## config.mk

```make
export PLATFORM = sky130hd
export DESIGN_NAME = multicycle_control_unit_flat
export DESIGN_NICKNAME = d
export VERILOG_FILES = /design/src/rtl/multicycle_control_unit_if.sv /design/src/rtl/multicycle_control_unit.sv /design/src/flat_wrapper.sv
export SDC_FILE = /design/constraint.sdc
export NUM_CORES = 1
export LEC_CHECK = 0
export BUFFER_PORTS_ARGS = -buffer_cell sky130_fd_sc_hd__clkbuf_2
export CAP_MARGIN = 20
export CORE_AREA = 5 5 77 79
export DETAILED_ROUTE_END_ITERATION = 6
export DIE_AREA = 0 0 82 84
export GPL_ROUTABILITY_DRIVEN = 0
export GPL_TIMING_DRIVEN = 0
export HOLD_SLACK_MARGIN = 0.08
export PLACE_DENSITY_LB_ADDON = 0.15
export SYNTH_ARGS = -nofsm -noshare
export SYNTH_HDL_FRONTEND = slang
export SYNTH_SLANG_ARGS = --single-unit
```

## constraint.sdc

```tcl
create_clock -name clk -period 2 [get_ports clk]
set_clock_uncertainty 0.05 [all_clocks]
set_input_delay 0.3 -clock clk [delete_from_list [all_inputs] [get_ports clk]]
set_output_delay 0.3 -clock clk [all_outputs]
set_load 0.05 [all_outputs]
```

## src/rtl/multicycle_control_unit_if.sv

```systemverilog
// Control bundle between the multicycle controller and the MIPS datapath.
// Master is the controller; slave is the datapath side.
interface multicycle_control_unit_if #(
  parameter int CNT_W = 32
) ();
  logic [5:0]       Op;
  logic [5:0]       Funct;
  logic             Zero;
  logic             PCWrite;
  logic             PCSrc;
  logic             RegWrite;
  logic             IorD;
  logic             MemWrite;
  logic             IRWrite;
  logic             RegDst;
  logic             MemtoReg;
  logic             ALUSrcA;
  logic [1:0]       ALUSrcB;
  logic [2:0]       ALUControl;
  logic             illegal_o;
  logic             retire_o;
  logic [CNT_W-1:0] instr_count;

  modport master (
    input  Op, Funct, Zero,
    output PCWrite, PCSrc, RegWrite, IorD,
    output MemWrite, IRWrite, RegDst, MemtoReg,
    output ALUSrcA, ALUSrcB, ALUControl,
    output illegal_o, retire_o, instr_count
  );

  modport slave (
    output Op, Funct, Zero,
    input  PCWrite, PCSrc, RegWrite, IorD,
    input  MemWrite, IRWrite, RegDst, MemtoReg,
    input  ALUSrcA, ALUSrcB, ALUControl,
    input  illegal_o, retire_o, instr_count
  );
endinterface

```

## src/rtl/multicycle_control_unit.sv

```systemverilog
// Moore FSM sequencing the multicycle MIPS datapath.
// Counts retired instructions; flags unsupported opcodes.
module multicycle_control_unit #(
  parameter int STATE_W = 4,
  parameter int CNT_W   = 32
) (
  input  logic clk,
  input  logic reset,
  multicycle_control_unit_if.master bus
);

  localparam logic [STATE_W-1:0] FETCH  = STATE_W'(0);
  localparam logic [STATE_W-1:0] DECODE = STATE_W'(1);
  localparam logic [STATE_W-1:0] MEMADR = STATE_W'(2);
  localparam logic [STATE_W-1:0] MEMRD  = STATE_W'(3);
  localparam logic [STATE_W-1:0] MEMWB  = STATE_W'(4);
  localparam logic [STATE_W-1:0] MEMWR  = STATE_W'(5);
  localparam logic [STATE_W-1:0] EXEC   = STATE_W'(6);
  localparam logic [STATE_W-1:0] ALUWB  = STATE_W'(7);
  localparam logic [STATE_W-1:0] BRANCH = STATE_W'(8);
  localparam logic [STATE_W-1:0] ADDIEX = STATE_W'(9);
  localparam logic [STATE_W-1:0] ADDIWB = STATE_W'(10);

  logic [STATE_W-1:0] state;
  logic [STATE_W-1:0] next_state;
  logic [CNT_W-1:0]   count;

  logic is_lw, is_sw, is_rt, is_beq, is_addi;
  logic r_ok, is_nop, is_legal;

  logic       pc_write, pc_src, reg_write, iord;
  logic       mem_write, ir_write, reg_dst, mem_to_reg;
  logic       src_a, illegal, retire;
  logic [1:0] src_b;
  logic [2:0] alu_ctl;
  logic [2:0] funct_ctl;

  // Opcode/funct classification used by DECODE and EXEC.
  always_comb begin
    is_lw    = bus.Op == 6'b100011;
    is_sw    = bus.Op == 6'b101011;
    is_rt    = bus.Op == 6'b000000;
    is_beq   = bus.Op == 6'b000100;
    is_addi  = bus.Op == 6'b001000;
    r_ok     = 1'b0;
    funct_ctl = 3'b010;
    unique case (bus.Funct)
      6'b100000: begin r_ok = 1'b1; funct_ctl = 3'b010; end
      6'b100010: begin r_ok = 1'b1; funct_ctl = 3'b110; end
      6'b100100: begin r_ok = 1'b1; funct_ctl = 3'b000; end
      6'b100101: begin r_ok = 1'b1; funct_ctl = 3'b001; end
      6'b101010: begin r_ok = 1'b1; funct_ctl = 3'b111; end
      default:   begin r_ok = 1'b0; funct_ctl = 3'b010; end
    endcase
    is_nop   = is_rt && bus.Funct == 6'b000000;
    is_legal = is_lw || is_sw || is_beq || is_addi
            || (is_rt && r_ok) || is_nop;
  end

  // Next-state selection.
  always_comb begin
    next_state = FETCH;
    unique case (state)
      FETCH:  next_state = DECODE;
      DECODE: begin
        unique case (1'b1)
          is_lw || is_sw: next_state = MEMADR;
          is_rt && r_ok:  next_state = EXEC;
          is_beq:         next_state = BRANCH;
          is_addi:        next_state = ADDIEX;
          default:        next_state = FETCH;
        endcase
      end
      MEMADR: next_state = is_lw ? MEMRD : MEMWR;
      MEMRD:  next_state = MEMWB;
      EXEC:   next_state = ALUWB;
      ADDIEX: next_state = ADDIWB;
      default: next_state = FETCH;
    endcase
  end

  // Moore output decode; enables are masked while reset is held.
  always_comb begin
    pc_write   = 1'b0;
    pc_src     = 1'b0;
    reg_write  = 1'b0;
    iord       = 1'b0;
    mem_write  = 1'b0;
    ir_write   = 1'b0;
    reg_dst    = 1'b0;
    mem_to_reg = 1'b0;
    src_a      = 1'b0;
    src_b      = 2'b00;
    alu_ctl    = 3'b010;
    illegal    = 1'b0;
    retire     = 1'b0;
    unique case (state)
      FETCH: begin
        ir_write = 1'b1;
        pc_write = 1'b1;
        src_b    = 2'b01;
      end
      DECODE: begin
        src_b   = 2'b10;
        retire  = is_nop;
        illegal = !is_legal;
      end
      MEMADR: begin
        src_a = 1'b1;
        src_b = 2'b10;
      end
      MEMRD: iord = 1'b1;
      MEMWB: begin
        mem_to_reg = 1'b1;
        reg_write  = 1'b1;
        retire     = 1'b1;
      end
      MEMWR: begin
        iord      = 1'b1;
        mem_write = 1'b1;
        retire    = 1'b1;
      end
      EXEC: begin
        src_a   = 1'b1;
        alu_ctl = funct_ctl;
      end
      ALUWB: begin
        reg_dst   = 1'b1;
        reg_write = 1'b1;
        retire    = 1'b1;
      end
      BRANCH: begin
        src_a    = 1'b1;
        alu_ctl  = 3'b110;
        pc_src   = 1'b1;
        pc_write = bus.Zero;
        retire   = 1'b1;
      end
      ADDIEX: begin
        src_a = 1'b1;
        src_b = 2'b10;
      end
      ADDIWB: begin
        reg_write = 1'b1;
        retire    = 1'b1;
      end
      default: alu_ctl = 3'b000;
    endcase
    if (!reset) begin
      pc_write  = 1'b0;
      reg_write = 1'b0;
      mem_write = 1'b0;
      ir_write  = 1'b0;
      illegal   = 1'b0;
      retire    = 1'b0;
    end
  end

  // State register and retired-instruction counter.
  always_ff @(posedge clk) begin
    if (!reset) begin
      state <= FETCH;
      count <= '0;
    end else begin
      state <= next_state;
      if (retire) count <= count + CNT_W'(1);
    end
  end

  assign bus.PCWrite     = pc_write;
  assign bus.PCSrc       = pc_src;
  assign bus.RegWrite    = reg_write;
  assign bus.IorD        = iord;
  assign bus.MemWrite    = mem_write;
  assign bus.IRWrite     = ir_write;
  assign bus.RegDst      = reg_dst;
  assign bus.MemtoReg    = mem_to_reg;
  assign bus.ALUSrcA     = src_a;
  assign bus.ALUSrcB     = src_b;
  assign bus.ALUControl  = alu_ctl;
  assign bus.illegal_o   = illegal;
  assign bus.retire_o    = retire;
  assign bus.instr_count = count;

endmodule

```

## src/flat_wrapper.sv

```systemverilog
// flat-port wrapper written by rule: the top's interface ports become plain ports
module multicycle_control_unit_flat 
#(
  parameter int STATE_W = 4,
  parameter int CNT_W   = 32
)
  (clk, reset, bus_Op, bus_Funct, bus_Zero, bus_PCWrite, bus_PCSrc, bus_RegWrite, bus_IorD, bus_MemWrite, bus_IRWrite, bus_RegDst, bus_MemtoReg, bus_ALUSrcA, bus_ALUSrcB, bus_ALUControl, bus_illegal_o, bus_retire_o, bus_instr_count);
  multicycle_control_unit_if #(.CNT_W(CNT_W)) bus_i ();
  input  logic clk;
  input  logic reset;
  input wire logic [$bits(bus_i.Op)-1:0] bus_Op;
  input wire logic [$bits(bus_i.Funct)-1:0] bus_Funct;
  input wire logic [$bits(bus_i.Zero)-1:0] bus_Zero;
  output wire logic [$bits(bus_i.PCWrite)-1:0] bus_PCWrite;
  output wire logic [$bits(bus_i.PCSrc)-1:0] bus_PCSrc;
  output wire logic [$bits(bus_i.RegWrite)-1:0] bus_RegWrite;
  output wire logic [$bits(bus_i.IorD)-1:0] bus_IorD;
  output wire logic [$bits(bus_i.MemWrite)-1:0] bus_MemWrite;
  output wire logic [$bits(bus_i.IRWrite)-1:0] bus_IRWrite;
  output wire logic [$bits(bus_i.RegDst)-1:0] bus_RegDst;
  output wire logic [$bits(bus_i.MemtoReg)-1:0] bus_MemtoReg;
  output wire logic [$bits(bus_i.ALUSrcA)-1:0] bus_ALUSrcA;
  output wire logic [$bits(bus_i.ALUSrcB)-1:0] bus_ALUSrcB;
  output wire logic [$bits(bus_i.ALUControl)-1:0] bus_ALUControl;
  output wire logic [$bits(bus_i.illegal_o)-1:0] bus_illegal_o;
  output wire logic [$bits(bus_i.retire_o)-1:0] bus_retire_o;
  output wire logic [$bits(bus_i.instr_count)-1:0] bus_instr_count;
  assign bus_i.Op = bus_Op;
  assign bus_i.Funct = bus_Funct;
  assign bus_i.Zero = bus_Zero;
  assign bus_PCWrite = bus_i.PCWrite;
  assign bus_PCSrc = bus_i.PCSrc;
  assign bus_RegWrite = bus_i.RegWrite;
  assign bus_IorD = bus_i.IorD;
  assign bus_MemWrite = bus_i.MemWrite;
  assign bus_IRWrite = bus_i.IRWrite;
  assign bus_RegDst = bus_i.RegDst;
  assign bus_MemtoReg = bus_i.MemtoReg;
  assign bus_ALUSrcA = bus_i.ALUSrcA;
  assign bus_ALUSrcB = bus_i.ALUSrcB;
  assign bus_ALUControl = bus_i.ALUControl;
  assign bus_illegal_o = bus_i.illegal_o;
  assign bus_retire_o = bus_i.retire_o;
  assign bus_instr_count = bus_i.instr_count;
  multicycle_control_unit #(.STATE_W(STATE_W), .CNT_W(CNT_W)) u_core (.clk(clk), .reset(reset), .bus(bus_i));
endmodule
```

==> impl_results.md <==
* Max Cap Viol at 0
* DRT antenna net count at 0
* Yosys warning count at 0
* Area Overhead vs Synth at 41.1%
* Clock root buffer: clkbuf_8
* Die area at 6890 sq um
* Most used cell, CP: buf_8
* Die Height at 84 um
* # H-tree levels at 2
* WP buf/inv at 5
* Layout net count at approximately 370
* CTS Buf Count at 5
* Post-Syn Nets at 291
* Static Leak at 1.09 nW
* Setup-failing EPs final at 1
* Vias in the first global route at roughly 2200
* Pre-CTS worst setup slack at -0.392 ns
* ANT cells at 0
* Largest net degree at the start of global routing at 11
* Total core area at 5270 sq um
* Fin crit share at 102%
* Hold Vio Cnt, Final at 0
* Starting DRT DRC Count at between 100 and 150
* Yosys top cell area share at approximately 34%
* CP arrival at 1.69 ns
* Crit path required time at 1.65 ns
* Final WS setup at -0.0391 ns
* WL met3 at 288 um
* Hold WS at 0.306 ns
* Routed len/inst at 14.9 um
* Clock tree sinks at 36
* Fin. max-slew vios at 0
* Row count at 27
* Top FF cell, synth: dfxtp_1
* Critical path class: flip-flop to output port
* Synth area leaders: dfxtp_1, a21oi_1, o31ai_1, or4_1, nand4_1
* Worst-Skew Late Latency at around 0.29 ns
* Sequential element share of the synthesized area at between 30% and 40%
* Crit. End Element: output port
* Syn Area/Cell at 7.78 sq um
* Share of cells above drive strength 1 at 39.0%
* CP top delay family: buffers and inverters
* DRC Markers at 0
* Crit-path cells: buf_6 -> inv_1 -> a22oi_2 -> o31a_1 -> clkbuf_8 -> buf_8 -> nor2_4 -> buf_8
* Met2 routed WL at 3090 um
* Fin crit period at 2.04 ns
* Non-Filler Instances at 426
* Failing checks: setup timing
* RSZ-0062 raised after global routing: yes
* Switching Power at roughly 0.37 mW
* Total negative setup slack at -0.0391 ns
* Synth Register Bits at 36
* Flop pwr share at between 50 and 60%
* Top layer in use: met4
* Worst vdd ir at 0.236 mV
* Clock Path Buffers at 2
* Fillers at between 400 and 500
* Port Buf Inserts at 62
* Slew margin rel. at 61.1%
* List of most frequent post-synthesis cells: a21oi_1, dfxtp_1, o21ai_0
* DPL Wire Length at roughly 4400 um
* Design Area, Final at 3020 sq um
* Worst-path clk slew at around 0.070 ns
* Placed Area at 2680 sq um
* Number of synthesized flops with an enable pin at 0
* Mapped Cells at 275
* Switching Share at 26.8%
* Post-Syn Area at 2140 sq um
* Int Power at roughly 1.0 mW
* Clk pwr share at 36.7%
* Largest area contributor in the netlist: dfxtp_1
* GRT Overall Usage at 18.4%
* Count leader, synth: a21oi_1
* Met1 Wirelength at 2890 um
* Cell count after placement at between 400 and 500
* Combinational Power Share at around an eighth
* Peak Freq at 490 MHz
* Vias after detailed routing at 2416
* I/O pin cnt at between 60 and 70
* CTS tree: yes
* FFs w/ async S/R, synth at 0%
* Drt pass-1 iters at 4
* Final WL at 6340 um
* Crit path launch type: flip-flop
* Status: finished with violations
* Highest-delay cell along the critical path: dfxtp_4
* Synth cell types at 44
* First-pass GRT wire length at 10300 um
* Worst Tran Pin Value at 0.584 ns
* Hold WC Path Type: primary input to flip-flop
* Die X at 82 um
* Power per standard cell area at 459 nW/um^2
* Initial antenna violation count at 0
* CP max FO at 5
* Starting density of the core at roughly two fifths
* Max stage delay on crit path at approximately 0.38 ns
* Via/cell ratio at 5.67
* Hold Buf Count CTS at 0
* Grt ovf at 0
state kept, by name, summed over array words and instances (netlist names):
name	count
u_core.state	4
u_core.bus.instr_count	32
placed cells by master (no fill, tap or decap), types with 3 or more instances in the layout:
| master | synthesis | routed |
|---|---|---|
| a21oi_1 | 37 | 35 |
| and3_1 | 4 | 4 |
| and4_1 | 3 | 3 |
| buf_4 | 0 | 9 |
| buf_6 | 2 | 3 |
| clkbuf_1 | 10 | 6 |
| clkbuf_2 | 1 | 56 |
| clkbuf_4 | 0 | 4 |
| clkbuf_8 | 0 | 11 |
| dfxtp_1 | 36 | 16 |
| dfxtp_2 | 0 | 14 |
| dfxtp_4 | 0 | 6 |
| inv_1 | 4 | 4 |
| nand2_1 | 15 | 13 |
| nand2b_1 | 6 | 4 |
| nand3_1 | 16 | 14 |
| nand4_1 | 15 | 15 |
| nor2_1 | 16 | 13 |
| nor2b_1 | 5 | 3 |
| nor3_1 | 7 | 3 |
| nor3_2 | 1 | 3 |
| nor3_4 | 1 | 3 |
| nor4_4 | 0 | 3 |
| o21ai_0 | 17 | 16 |
| o31ai_1 | 15 | 13 |
| or3_1 | 15 | 15 |
| or4_1 | 15 | 15 |
final timing paths:
kind	from	endpoint	slack [ns]	depth (start not counted)
min	reset	u_core.state[1]$_SDFF_PN0_	0.31	3
max	u_core.state[0]$_SDFF_PN0_	bus_retire_o	-0.04	8
min reg2reg	u_core.bus.instr_count[31]$_SDFFE_PN0P_	u_core.bus.instr_count[31]$_SDFFE_PN0P_	0.44	2
max reg2reg	u_core.state[0]$_SDFF_PN0_	u_core.bus.instr_count[13]$_SDFFE_PN0P_	0.01	8
through the flow:
step | util, % | power (mW)
after floorplan | - | 0.824
after global placement | 50.9 | 0.869
after detailed placement | 50.9 | 0.869
after CTS | 55.3 | 1.39
after global routing | 57.3 | 1.44
final | 57.3 | 1.39
power by group through the flow:
stage	Clock [mW]	Sequential (mW)	Combinational, mW
floorplan	0	0.731	0.0927
global placement	0	0.731	0.137
detailed placement	0	0.731	0.137
CTS	0.517	0.714	0.155
global route	0.547	0.715	0.175
finish	0.508	0.715	0.163
layer usage:
layer	up-vias	track usage, %
met4	0	4.08
li1	1224	-
met5	-	0
met2	56	30.6
met1	1129	24.1
met3	7	3.67
cells by family after synthesis:
group / share of synthesized area, %
and+or+nand+nor: 36.8
AOI/OAI and AO/OA: 22.4
DFF: 33.7
buffers and inverters: 4.39
xor gates and xnor gates: 1.23
muxes: 0.936
adders and majority gates: 0.585
what timing repair did:
item	CTS	global route
gates resized for setup	30	24
pin swaps	7	7
cloned	0	0
setup buffers	4	5
setup endpoints to repair	41	30
final cells by class:
cell class | count | area [sq um] | area share (%)
Multi-Input combinational cell | 219 | 1520 | 50.3
Sequential cell | 36 | 761 | 25.2
Timing Repair Buffer | 71 | 424 | 14.1
Buffer | 15 | 125 | 4.15
Tap cell | 72 | 90.1 | 2.99
Clock buffer | 7 | 76.3 | 2.53
Inverter | 5 | 18.8 | 0.622
Clock inverter | 1 | 3.75 | 0.124
worst register-to-register path: stages (launching register included):
cell     delay (ns)
dfxtp_4        0.36
buf_6          0.11
inv_1          0.15
a22oi_2        0.11
o31a_1         0.14
buf_4          0.18
buf_6          0.14
or4_1          0.51
a21oi_1        0.15
Power figures use the tool's default switching activity.
